$ cat config.mk
export PLATFORM = sky130hd
export DESIGN_NAME = branch_checkpoint_manager
export DESIGN_NICKNAME = d
export VERILOG_FILES = /design/src/rtl/nand_cpu_pkg.sv /design/src/rtl/ckpt_age_compare.sv /design/src/rtl/branch_checkpoint_manager.sv
export SDC_FILE = /design/constraint.sdc
export NUM_CORES = 1
export LEC_CHECK = 0
export BUFFER_PORTS_ARGS = -buffer_cell sky130_fd_sc_hd__buf_2
export CAP_MARGIN = 20
export CELL_PAD_IN_SITES_DETAIL_PLACEMENT = 0
export CELL_PAD_IN_SITES_GLOBAL_PLACEMENT = 1
export CORE_MARGIN = 2
export CORE_UTILIZATION = 52
export CTS_BUF_LIST = sky130_fd_sc_hd__clkbuf_8
export CTS_CLUSTER_DIAMETER = 40
export DETAILED_ROUTE_END_ITERATION = 7
export GPL_ROUTABILITY_DRIVEN = 0
export PLACE_DENSITY = 0.95
export SYNTH_ARGS = -nofsm -noshare
export SYNTH_HDL_FRONTEND = slang
export SYNTH_SLANG_ARGS = --single-unit
$ cat constraint.sdc
create_clock -name clk -period 8.1 [get_ports clk]
set_input_delay 1.215 -clock clk [delete_from_list [all_inputs] [get_ports clk]]
set_output_delay 1.215 -clock clk [all_outputs]
set_load 0.05 [all_outputs]
$ cat src/rtl/nand_cpu_pkg.sv
// rtl/nand_cpu_pkg.sv - shared checkpoint types for branch recovery
`ifndef ROB_SIZE
`define ROB_SIZE 16
`endif

package nand_cpu_pkg;

  localparam int NUM_CKPT_DEF = 4;
  localparam int ROB_SIZE_DEF = `ROB_SIZE;
  localparam int CKPT_ID_W    = $clog2(NUM_CKPT_DEF);
  localparam int ROB_TAIL_W   = $clog2(ROB_SIZE_DEF);

  typedef logic [CKPT_ID_W-1:0] ckpt_id_t;

  typedef struct packed {
    logic                  valid;
    logic                  resolved;
    logic [ROB_TAIL_W-1:0] tail;
  } ckpt_entry_t;

  typedef enum logic [1:0] {
    IDLE,
    RESTORE,
    FLUSH
  } ckpt_state_e;

  // Age relative to the oldest live checkpoint; smaller is older.
  function automatic ckpt_id_t ckpt_age(input ckpt_id_t id, input ckpt_id_t head);
    return id - head;
  endfunction

endpackage

$ cat src/rtl/ckpt_age_compare.sv
// rtl/ckpt_age_compare.sv - is checkpoint a older than b, measured from head
module ckpt_age_compare #(
  parameter int W = 2
) (
  input  logic [W-1:0] a_i,
  input  logic [W-1:0] b_i,
  input  logic [W-1:0] head_i,
  output logic         older_o
);

  logic [W-1:0] age_a;
  logic [W-1:0] age_b;

  assign age_a   = a_i - head_i;
  assign age_b   = b_i - head_i;
  assign older_o = age_a < age_b;

endmodule

$ cat src/rtl/branch_checkpoint_manager.sv
// rtl/branch_checkpoint_manager.sv - in-order branch checkpoints and ROB restore sequencing
module branch_checkpoint_manager
  import nand_cpu_pkg::*;
#(
  parameter int NUM_CKPT     = NUM_CKPT_DEF,
  parameter int ROB_L        = `ROB_SIZE,
  parameter int FLUSH_CYCLES = 2
) (
  input  logic                        clk,
  input  logic                        n_rst,
  input  logic                        alloc_req,
  input  logic [$clog2(ROB_L)-1:0]    alloc_tail,
  output logic                        alloc_grant,
  output logic [$clog2(NUM_CKPT)-1:0] alloc_id,
  output logic                        stall,
  input  logic                        resolve_valid,
  input  logic [$clog2(NUM_CKPT)-1:0] resolve_id,
  input  logic                        resolve_mispredict,
  output logic                        restore,
  output logic [$clog2(ROB_L)-1:0]    restore_tail,
  output logic [$clog2(NUM_CKPT)-1:0] restore_id,
  output logic [$clog2(NUM_CKPT):0]   num_active
);

  localparam int IW = $clog2(NUM_CKPT);
  localparam int TW = $clog2(ROB_L);
  localparam int FW = $clog2(FLUSH_CYCLES + 1);
  localparam logic [IW:0] FULL = (IW+1)'(NUM_CKPT);

  ckpt_entry_t       entry_q [NUM_CKPT];
  logic [IW-1:0]     head_q, head_d;
  logic [IW-1:0]     alloc_ptr_q, alloc_ptr_d;
  logic [IW:0]       count_q, count_d;
  ckpt_state_e       state_q;
  logic [FW-1:0]     flush_cnt_q;
  logic              restore_q;
  logic [TW-1:0]     restore_tail_q;
  logic [IW-1:0]     restore_id_q;

  logic              mp_active, mp_accept, older_than_restore;
  logic              resolve_ok, retire;
  logic [IW-1:0]     age_mp;
  logic [NUM_CKPT-1:0] keep, squash;

  assign mp_active  = resolve_valid & resolve_mispredict & entry_q[resolve_id].valid;
  assign resolve_ok = resolve_valid & ~resolve_mispredict & entry_q[resolve_id].valid;

  // A nested mispredict only matters if it is older than the one being recovered.
  ckpt_age_compare #(.W(IW)) u_override (
    .a_i     (resolve_id),
    .b_i     (restore_id_q),
    .head_i  (head_q),
    .older_o (older_than_restore)
  );

  assign mp_accept = mp_active & ((state_q == IDLE) | older_than_restore);

  for (genvar i = 0; i < NUM_CKPT; i++) begin : g_squash
    ckpt_age_compare #(.W(IW)) u_sq (
      .a_i     (IW'(i)),
      .b_i     (resolve_id),
      .head_i  (head_q),
      .older_o (keep[i])
    );
    assign squash[i] = mp_accept & ~keep[i];
  end

  assign retire      = entry_q[head_q].valid & entry_q[head_q].resolved & ~squash[head_q];
  assign age_mp      = ckpt_age(resolve_id, head_q);
  assign alloc_grant = alloc_req & (state_q == IDLE) & (count_q < FULL) & ~mp_active;
  assign alloc_id    = alloc_ptr_q;
  assign stall       = (count_q == FULL) | (state_q != IDLE);

  // A surviving head retire in the squash cycle still leaves the table, so it
  // is taken off the age-based count.
  always_comb begin
    head_d      = head_q + IW'(retire);
    alloc_ptr_d = alloc_ptr_q + IW'(alloc_grant);
    count_d     = count_q + (IW+1)'(alloc_grant) - (IW+1)'(retire);
    if (mp_accept) begin
      alloc_ptr_d = resolve_id;
      count_d     = {1'b0, age_mp} - (IW+1)'(retire);
    end
  end

  always_ff @(posedge clk) begin
    if (!n_rst) begin
      for (int i = 0; i < NUM_CKPT; i++) entry_q[i] <= '0;
      head_q         <= '0;
      alloc_ptr_q    <= '0;
      count_q        <= '0;
      state_q        <= IDLE;
      flush_cnt_q    <= '0;
      restore_q      <= 1'b0;
      restore_tail_q <= '0;
      restore_id_q   <= '0;
    end else begin
      for (int i = 0; i < NUM_CKPT; i++) begin
        if (squash[i]) begin
          entry_q[i] <= '0;
        end else if (retire && head_q == IW'(i)) begin
          entry_q[i] <= '0;
        end else if (resolve_ok && resolve_id == IW'(i)) begin
          entry_q[i].resolved <= 1'b1;
        end else if (alloc_grant && alloc_ptr_q == IW'(i)) begin
          entry_q[i].valid    <= 1'b1;
          entry_q[i].resolved <= 1'b0;
          entry_q[i].tail     <= alloc_tail;
        end
      end
      head_q      <= head_d;
      alloc_ptr_q <= alloc_ptr_d;
      count_q     <= count_d;
      restore_q   <= 1'b0;
      if (mp_accept) begin
        state_q        <= RESTORE;
        restore_q      <= 1'b1;
        restore_tail_q <= entry_q[resolve_id].tail;
        restore_id_q   <= resolve_id;
      end else begin
        case (state_q)
          RESTORE: begin
            state_q     <= FLUSH;
            flush_cnt_q <= FW'(FLUSH_CYCLES - 1);
          end
          FLUSH: begin
            if (flush_cnt_q == '0) state_q <= IDLE;
            else flush_cnt_q <= flush_cnt_q - 1'b1;
          end
          default: ;
        endcase
      end
    end
  end

  assign restore      = restore_q;
  assign restore_tail = restore_tail_q;
  assign restore_id   = restore_id_q;
  assign num_active   = count_q;

endmodule

## Word level (Yosys, flattened, before mapping)

Memory sizes are Yosys's and may differ from the RTL's. A register that Yosys moved wholly into a read port is not among the register bits.
Cells that the tools add are included.

| word-level totals | value |
|---|---|
| flip-flop bits (word level) | 18 |
| RAM bits | 24 |
| input port bits | 11 |
| word-level logic and storage cells | 225 |
| memories kept | 1 |

Memories:

| memory | depth | bits a word | rd ports | clocked after Yosys merged registers in | write ports | RTL line | RTL |
|---|---|---|---|---|---|---|---|
| entry_q | 4 | 6 | 2 | 1 | 4 | branch_checkpoint_manager.sv:30 | `ckpt_entry_t entry_q [NUM_CKPT];` |

| operators by class | value |
|---|---|
| add/sub/neg operators | 12 |
| magnitude comparators | 7 |
| eq/ne operators | 15 |
| mux-type cells | 108 |
| bitwise logic cells | 49 |
| reductions and logical operators | 24 |

Operators by type and width:

| cell | count |
|---|---|
| $mux 1 | 88 |
| $mux 6 | 8 |
| $or 1x1->1 | 26 |
| $mux 4 | 4 |
| $and 1x1->1 | 14 |
| $eq 2x2->1 const B | 7 |
| $logic_and 1x1->1 | 12 |
| $logic_not 2->1 | 5 |
| $lt 2x2->1 | 5 |
| $not 1->1 | 9 |
| $eq 2x1->1 const B | 4 |
| $mux 2 | 4 |
| $pmux 2 s2 | 2 |
| $add 2x1->2 | 2 |
| $ne 2x2->1 const B | 2 |
| $reduce_and 2->1 | 2 |
| $reduce_bool 2->1 | 2 |
| $sub 1x2->2 const A | 2 |
| $sub 2x2->2 | 2 |
| $sub 2x2->2 const A | 2 |
| $add 3x1->3 | 1 |
| $eq 3x3->1 const B | 1 |
| $lt 2x3->1 const B | 1 |
| $lt 3x3->1 const B | 1 |
| other kinds (9) | 9 |

## Depth between registers and ports, before layout

Gate-level depths: netlist (run 1).

| logic depth | value |
|---|---|
| depth in word-level cells | 17 |
| mapped depth | 18 |
| gate-level depth less buffers | 17 |

## Hierarchy

Synthesis (run 1) repeated with hierarchy kept, for this count alone.

| second synthesis, totals | value |
|---|---|
| cells, all modules | 288 |
| area total of the unflattened synthesis | 2856.5 sq um |

By module, submodules not included:

| module | instances | cells an instance | area each (sq um) |
|---|---|---|---|
| branch_checkpoint_manager | 1 | 233 | 2399.8 |
| ckpt_age_compare | 5 | 11 | 91.3 |

## Worst setup path before layout (run 1)

No wires, ideal clock.

| path | value |
|---|---|
| path type | input to register |
| start point | in resolve_id[0] |
| end point | reg count_q[2] (netlist: num_active[2]) |
| arrival | 4.766 ns |
| path slack | 3.248 ns |
| stages | 17 |
| buffers on the path | 1 |
| path through | buf_4 > inv_1 > ha_1 > xnor2_1 > xor2_1 > ha_1 > o21ba_2 > a22oi_1 > a311oi_4 > or2_1 > ha_1 > inv_1 > ha_1 > fa_1 > xor2_1 > xnor2_1 > a211oi_1 |

| on the way | value |
|---|---|
| word-level cells in the longest chain between the ends | 11 |

RTL lines:

| what | RTL line | RTL |
|---|---|---|
| start: declaration | branch_checkpoint_manager.sv:17 | `input logic [$clog2(NUM_CKPT)-1:0] resolve_id,` |
| $sub 2x2->2 | nand_cpu_pkg.sv:29, ckpt_age_compare.sv:14, ckpt_age_compare.sv:15 |  |
| $lt 2x2->1 | ckpt_age_compare.sv:16 | `assign older_o = age_a < age_b;` |
| $or 1x1->1 | branch_checkpoint_manager.sv:56 | `assign mp_accept = mp_active & ((state_q == IDLE) \| older_than_restore);` |
| $and 1x1->1 | branch_checkpoint_manager.sv:56 |  |
| $and 1x1->1 | branch_checkpoint_manager.sv:65 | `assign squash[i] = mp_accept & ~keep[i];` |
| $bmux 1 s2 | branch_checkpoint_manager.sv:68 | `assign retire = entry_q[head_q].valid & entry_q[head_q].resolved & ~squash[head_q];` |
| $mux 1 (not written as such) | branch_checkpoint_manager.sv:68 |  |
| $not 1->1 | branch_checkpoint_manager.sv:68 |  |
| $and 1x1->1 | branch_checkpoint_manager.sv:68 |  |
| $sub 3x1->3 or $sub 2x1->3 (tied branches) | branch_checkpoint_manager.sv:79, branch_checkpoint_manager.sv:82 |  |
| $mux 3 (*) | branch_checkpoint_manager.sv:80 | `if (mp_accept) begin` |
| end signal: assignment | branch_checkpoint_manager.sv:113 | `count_q <= count_d;` |
| end: declaration | branch_checkpoint_manager.sv:33 | `logic [IW:0] count_q, count_d;` |

Every way passes the cells marked *; elsewhere a longest branch is shown, timed or not. The select of a mux whose other input is x is not followed.
A chain may end at the register's enable or synchronous reset.

## Worst setup path in the final report (run 1)

Ends and elaborated chain as after synthesis.

==> results of run 1 <==
[flip-flops by register name, indices dropped and copies added (netlist names)]
signal,count
num_active,3
entry_q,24
head_q,2
alloc_id,2
restore,1
restore_id,2
flush_cnt_q,2
restore_tail,4
state_q,2
[power by group through the flow]
| stage | clock network, mW | logic [mW] | registers (mW) |
|---|---|---|---|
| 5_1_grt | 0.156 | 0.223 | 0.275 |
| 6_report | 0.147 | 0.200 | 0.272 |
| 3_5_place_dp | 0 | 0.199 | 0.276 |
| 4_1_cts | 0.148 | 0.200 | 0.271 |
| 2_1_floorplan | 0 | 0.127 | 0.302 |
| 3_3_place_gp | 0 | 0.197 | 0.275 |
[worst reg2reg max path, stage by stage, from the launching register on]
cell and delay (ps):
dfxtp_1 650, ha_1 260, xnor2_1 130, xor2_1 430
ha_1 340, o21ba_2 230, a22oi_1 280, a311oi_4 170
or2_1 310, ha_1 290, inv_1 40, ha_1 180
fa_1 370, xor2_1 180, xnor2_1 130, a211oi_1 210
[layout make-up]
cell class	count	area, um2
fillers	398	1910
multi-input cells	178	1360
flip-flops and latches	42	1080
repair buffers	24	120
well taps	67	83.8
inverters	20	75.1
clock buffers	5	68.8
clock inverters	3	26.3
[per-layer routing]
layer	vias to the layer above	global-route usage, %	wire [um]
li1	940	-	-
met1	908	30.6	2410
met2	52	33.3	2570
met3	11	5.28	364
met4	0	8.08	99
met5	-	0	0
[Yosys cell counts, types with 2 or more instances]
| cell | n |
|---|---|
| nor3_1 | 9 |
| clkbuf_1 | 6 |
| ha_1 | 23 |
| edfxtp_1 | 24 |
| nand3_1 | 6 |
| xor2_1 | 4 |
| inv_1 | 20 |
| o21ba_2 | 2 |
| nand2_1 | 27 |
| a21oi_1 | 13 |
| nor4_1 | 2 |
| mux4_2 | 4 |
| and3_1 | 18 |
| and3b_1 | 2 |
| buf_2 | 2 |
| nand3b_1 | 4 |
| a211oi_1 | 2 |
| xnor2_1 | 4 |
| mux2i_1 | 2 |
| nand4_1 | 4 |
| nand4b_1 | 2 |
| dfxtp_1 | 18 |
| and2_1 | 5 |
| a31oi_1 | 2 |
| nand2b_1 | 8 |
| nor2_1 | 9 |
| o21ai_0 | 3 |
| o21ai_2 | 3 |
[kinds of logic (layout without fill, tap and decap cells)]
kind of cell	after synthesis	after routing	synth area share, %
flip-flops	42	42	42.4
AND/OR/NAND/NOR	104	104	22.4
XOR/XNOR	8	8	2.74
adder cells (fa/ha/maj)	24	24	12.1
buffers and inverters	29	52	4.51
multiplexers	7	7	4.76
AO/OA/AOI/OAI	35	35	11.2
[stage by stage]
stage | hold WS [ps] | util, % | area (um2) | std cells
after detailed placement | 445 | 57.5 | 2720 | 331
after floorplan | 438 | - | 2550 | 249
after CTS | 457 | 59.5 | 2810 | 339
after global routing | 497 | 59.5 | 2810 | 339
after global placement | 442 | 57.5 | 2720 | 331
final | 453 | 59.5 | 2810 | 339
[worst max path at each step]
stage	to	depth (start not counted)	from	slack, ps
floorplan	num_active[2]	17	resolve_id[0]	3250
global placement	num_active[2]	17	resolve_id[0]	2950
detailed placement	num_active[2]	17	resolve_id[0]	2840
CTS	num_active[2]	17	resolve_id[0]	3140
global route	num_active[2]	17	resolve_id[0]	2810
finish	num_active[2]	17	resolve_id[0]	3140
==> summary.md, run 1 <==
| Metric | Value |
|---|---|
| EDFF count, synth | 24 |
| Async S/R FF share, synth | 0% |
| Worst R2R Start | head_q[0] |
| Final net count | 306 |
| Hold Path End | restore_tail[3] |
| Antenna Violating Nets Remaining | 0 |
| Synth Warn # | 0 |
| CP endpoint kind | flop |
| Commonest non-fill, non-tap cells in the layout | nand2_1, edfxtp_1, buf_2 |
| Syn nets | 284 |
| CP max stage delay | 430 ps |
| # hold bufs at CTS | 0 |
| H-tree depth | 2 |
| Iteration-0 DRC Markers | 145 |
| Synthesized cell area | 2550 um2 |
| Root Driver | clkbuf_8 |
| Crit path max-delay cell type | xor2_1 |
| Synth area leader | edfxtp_1 |
| Vias | 1911 |
| Post-Place Setup Slack | 2840 ps |
| Die area | 5480 um2 |
| Max cap viols | 0 |
| Status | finished clean |
| Total power | 0.618 mW |
| Cell Pwr Density | 220 nW/um2 |
| Hold crit path type | flop to flop |
| GRT overflow | 0 |
| Vias/cell | 5.64 |
| Reg-to-Reg End | num_active[2] |
| Clk buf depth | 2 |
| Critical Path Fanout Max | 13 |
| Share of layout cells above drive strength 1 | 18.0% |
| Worst hold start | restore_tail[3] |
| Layout area overhead | 10.1% |
| # Post-CTS Setup Buffers | 0 |
| Mapped Cells | 249 |
| I/O pin count | 25 |
| Syn Area/Cell | 10.3 um2 |
| Layout Skew | 6.78 ps |
| Critical path class | primary input to flop |
| Largest net degree at the start of global routing | 21 |
| Worst skew pair latency | 310 ps |
| Post-synth top flop | edfxtp_1 |
| Setup crit start kind | primary input |
| First-pass GRT wire length | 8810 um |
| Reg2Reg Depth | 15 |
| Initial antenna violation count | 0 |
| Minimum clock period | 4960 ps |
| Comb pwr share | 32.3% |
| Fmax | 201 MHz |
| DRC Markers | 0 |
| CP arrival | 5190 ps |
| Post-DP HPWL | 4100 um |
| Routed wire length | 5450 um |
| # resized after CTS | 0 |
| Net Sw Frac | 37.4% |
| Final setup violating endpoints | 0 |
| Critical Path RT | 8320 ps |
| RSZ-0062 raised after global routing | no |
| Final hold violation count | 0 |
| Psw | 0.231 mW |
| #FFs+latches synth | 42 |
| Pint | 0.387 mW |
| Sequential element share of the synthesized area | 42.4% |
| Clk pin slew, worst setup/hold paths | 90 ps |
| Buf/Inv on CP | 3 |
| Max-slew violations | 0 |
| Drt wl/cell | 16.1 um |
| Port bufs | 24 |
| Kind of cell adding the most delay to the critical path | adder cells |
| Cts bufs inserted | 5 |
| Share of the synthesized area in the top cell type | 28.2% |
| Fin crit share | 61.3% |
| Fin Setup TNS | 0 ps |
| Netlist cell types | 49 |
| CTS tree | yes |
| Main area contributors after synthesis | edfxtp_1, dfxtp_1, ha_1, and3_1, nand2_1 |
| Clk sinks | 42 |
| Vias in the first global route | 1781 |
| Initial core utilization | 54.0% |
| Slew headroom | 48.8% |
| GR Util All Layers | 21.9% |
| Hold Path Stages | 2 |
| Core area | 4720 um2 |
| Crit-path cells | buf_2 -> inv_1 -> ha_1 -> xnor2_1 -> xor2_1 -> ha_1 -> o21ba_2 -> a22oi_1 -> a311oi_4 -> or2_1 -> ha_1 -> inv_1 -> ha_1 -> fa_1 -> xor2_1 -> xnor2_1 -> a211oi_1 |
| Reg-to-reg setup timing slack | 3820 ps |
| Leakage | 1.20 nW |
| Antenna Cells | 0 |
| Die Wd | 74.1 um |
| Clock power share | 23.8% |
| Die Ht | 74.1 um |
| Rows | 25 |
| Cell mode on critical path | ha_1 |
| Seq pwr share | 43.9% |
| Drt first pass iters | 4 |
| Post-route setup slack | 3140 ps |
| IR drop worst, VDD | 0.111 mV |
| Worst slew pin tran | 762 ps |
| Commonest non-fill, non-tap cell in the layout | nand2_1 |
No activity file was read; power rests on OpenSTA's default activity.
==> run 2, diff against run 1 <==
Settings changed: CORE_UTILIZATION 52 to 48, PLACE_DENSITY 0.95 to 0.92.
Clock period 8.1 ns to 5.1 ns, I/O delays scaled along.
==> run 2 against run 1 <==
- routed wire length up 1.9%
- via count up 0.84%
- cell count up 1.2%
- combinational power increased by 63%
- largest power group unchanged
==> summary.md, run 2 (synthesis gave the netlist of run 1 again) <==
| Metric | Value |
|---|---|
| Status | finished clean |
| Cts bufs inserted | 5 |
| GR Util All Layers | 19.9% |
| Max-slew violations | 0 |
| Die Ht | 76.9 um |
| RSZ-0062 raised after global routing | no |
| Fin Setup TNS | 0 ps |
| CTS tree | yes |
| Clk sinks | 42 |
| Core area | 5110 um2 |
| Max FFs per register | 24 |
| Critical path class | primary input to flop |
| Commonest non-fill, non-tap cells in the layout | nand2_1, edfxtp_1, buf_2 |
| Drt first pass iters | 5 |
| IR drop worst, VDD | 0.190 mV |
| Vias in the first global route | 1847 |
| Clk pin slew, worst setup/hold paths | 90 ps |
| Cell Pwr Density | 345 nW/um2 |
| Vias/cell | 5.62 |
| # Post-CTS Setup Buffers | 0 |
| Clk buf depth | 2 |
| Hold crit path type | flop to flop |
| Setup crit start kind | primary input |
| # hold bufs at CTS | 0 |
| Initial antenna violation count | 0 |
| Post-DP HPWL | 4230 um |
| Rows | 26 |
| I/O pin count | 25 |
| Fmax | 218 MHz |
| Initial core utilization | 50.0% |
| Antenna Violating Nets Remaining | 0 |
| Root Driver | clkbuf_8 |
| DRC Markers | 0 |
| Largest Register | entry_q |
| Iteration-0 DRC Markers | 158 |
| Highest Signal Layer | met4 |
| Largest net degree at the start of global routing | 21 |
| Slew headroom | 49.9% |
| Final net count | 307 |
| Antenna Cells | 0 |
| # resized after CTS | 0 |
| Port bufs | 24 |
| DRT met1 WL | 2630 um |
| Share of layout cells above drive strength 1 | 18.3% |
| Fin crit share | 90.1% |
| Minimum clock period | 4600 ps |
| Vias | 1927 |
| Leakage | 1.20 nW |
| H-tree depth | 2 |
| Worst slew pin tran | 744 ps |
| Layout Skew | 8.84 ps |
| GRT overflow | 0 |
| Max cap viols | 0 |
| Worst skew pair latency | 300 ps |
| Die Wd | 76.9 um |
| Drt wl/cell | 16.2 um |
| First-pass GRT wire length | 9020 um |
| Final setup violating endpoints | 0 |
| Critical Path Fanout Max | 13 |
| Min Hold Slack | 454 ps |
| CP arrival | 4810 ps |
| Met2 wire len | 2580 um |
| Critical Path RT | 5310 ps |
| Layout area overhead | 10.4% |
| Commonest non-fill, non-tap cell in the layout | nand2_1 |
| Routed wire length | 5550 um |
| CP endpoint kind | flop |
| Total power | 0.971 mW |
| Final hold violation count | 0 |
| Met3 wire len | 255 um |
| Die area | 5920 um2 |
==> run 2: cell types whose count changed in the layout (fill, tap and decap cells not counted), sizes merged <==
cell and change:
buf +1, clkinv +2, clkinvlp +1, inv -3
==> run 2: worst paths after layout <==
path / start / endpoint / slack [ps] / cells past startpoint
worst max-delay path: resolve_id[0] / num_active[2] / 500 / 17
worst min-delay path: restore_tail[3] / restore_tail[3] / 450 / 2
worst max register to register: head_q[1] / num_active[2] / 990 / 14
worst min register to register: restore_tail[3] / restore_tail[3] / 450 / 2
==> run 2: cell type report <==
cell class                      count  area (um2)
Tap cell                           70        87.6
Inverter                           20        75.1
Clock buffer                        5        68.8
Sequential cell                    42        1080
Clock inverter                      3        21.3
Timing Repair Buffer               25         128
Multi-Input combinational cell    178        1360
Fill cell                         457        2290
==> run 2: stage by stage <==
stage	setup slack [ps]	cells	area, um2	utilization, %
2_1_floorplan	698	249	2550	-
3_3_place_gp	421	335	2730	53.4
3_5_place_dp	244	335	2730	53.4
4_1_cts	547	343	2820	55.2
5_1_grt	330	343	2820	55.2
6_report	505	343	2820	55.2
==> run 2: power breakdown <==
group | total (mW) | internal (mW) | switching, mW | leakage, nW
clock network | 0.218 | 0.0962 | 0.121 | 0.0441
logic | 0.326 | 0.113 | 0.212 | 0.758
registers | 0.428 | 0.402 | 0.0259 | 0.398
==> run 2: per-layer routing <==
metal  GRT usage [%]  vias up
li1                -      940
met1            27.4      923
met2            30.5       58
met3            4.12        6
met4            8.18        0
met5               0        -
==> run 2: worst max-delay path, cell delays in order <==
cell,delay (ps)
buf_2,250
inv_1,140
ha_1,240
xnor2_1,180
xor2_1,460
ha_1,350
o21ba_2,230
a22oi_1,280
a311oi_4,180
or2_1,320
ha_1,290
inv_1,40
ha_1,180
fa_1,370
xor2_1,180
xnor2_1,130
a211oi_1,220
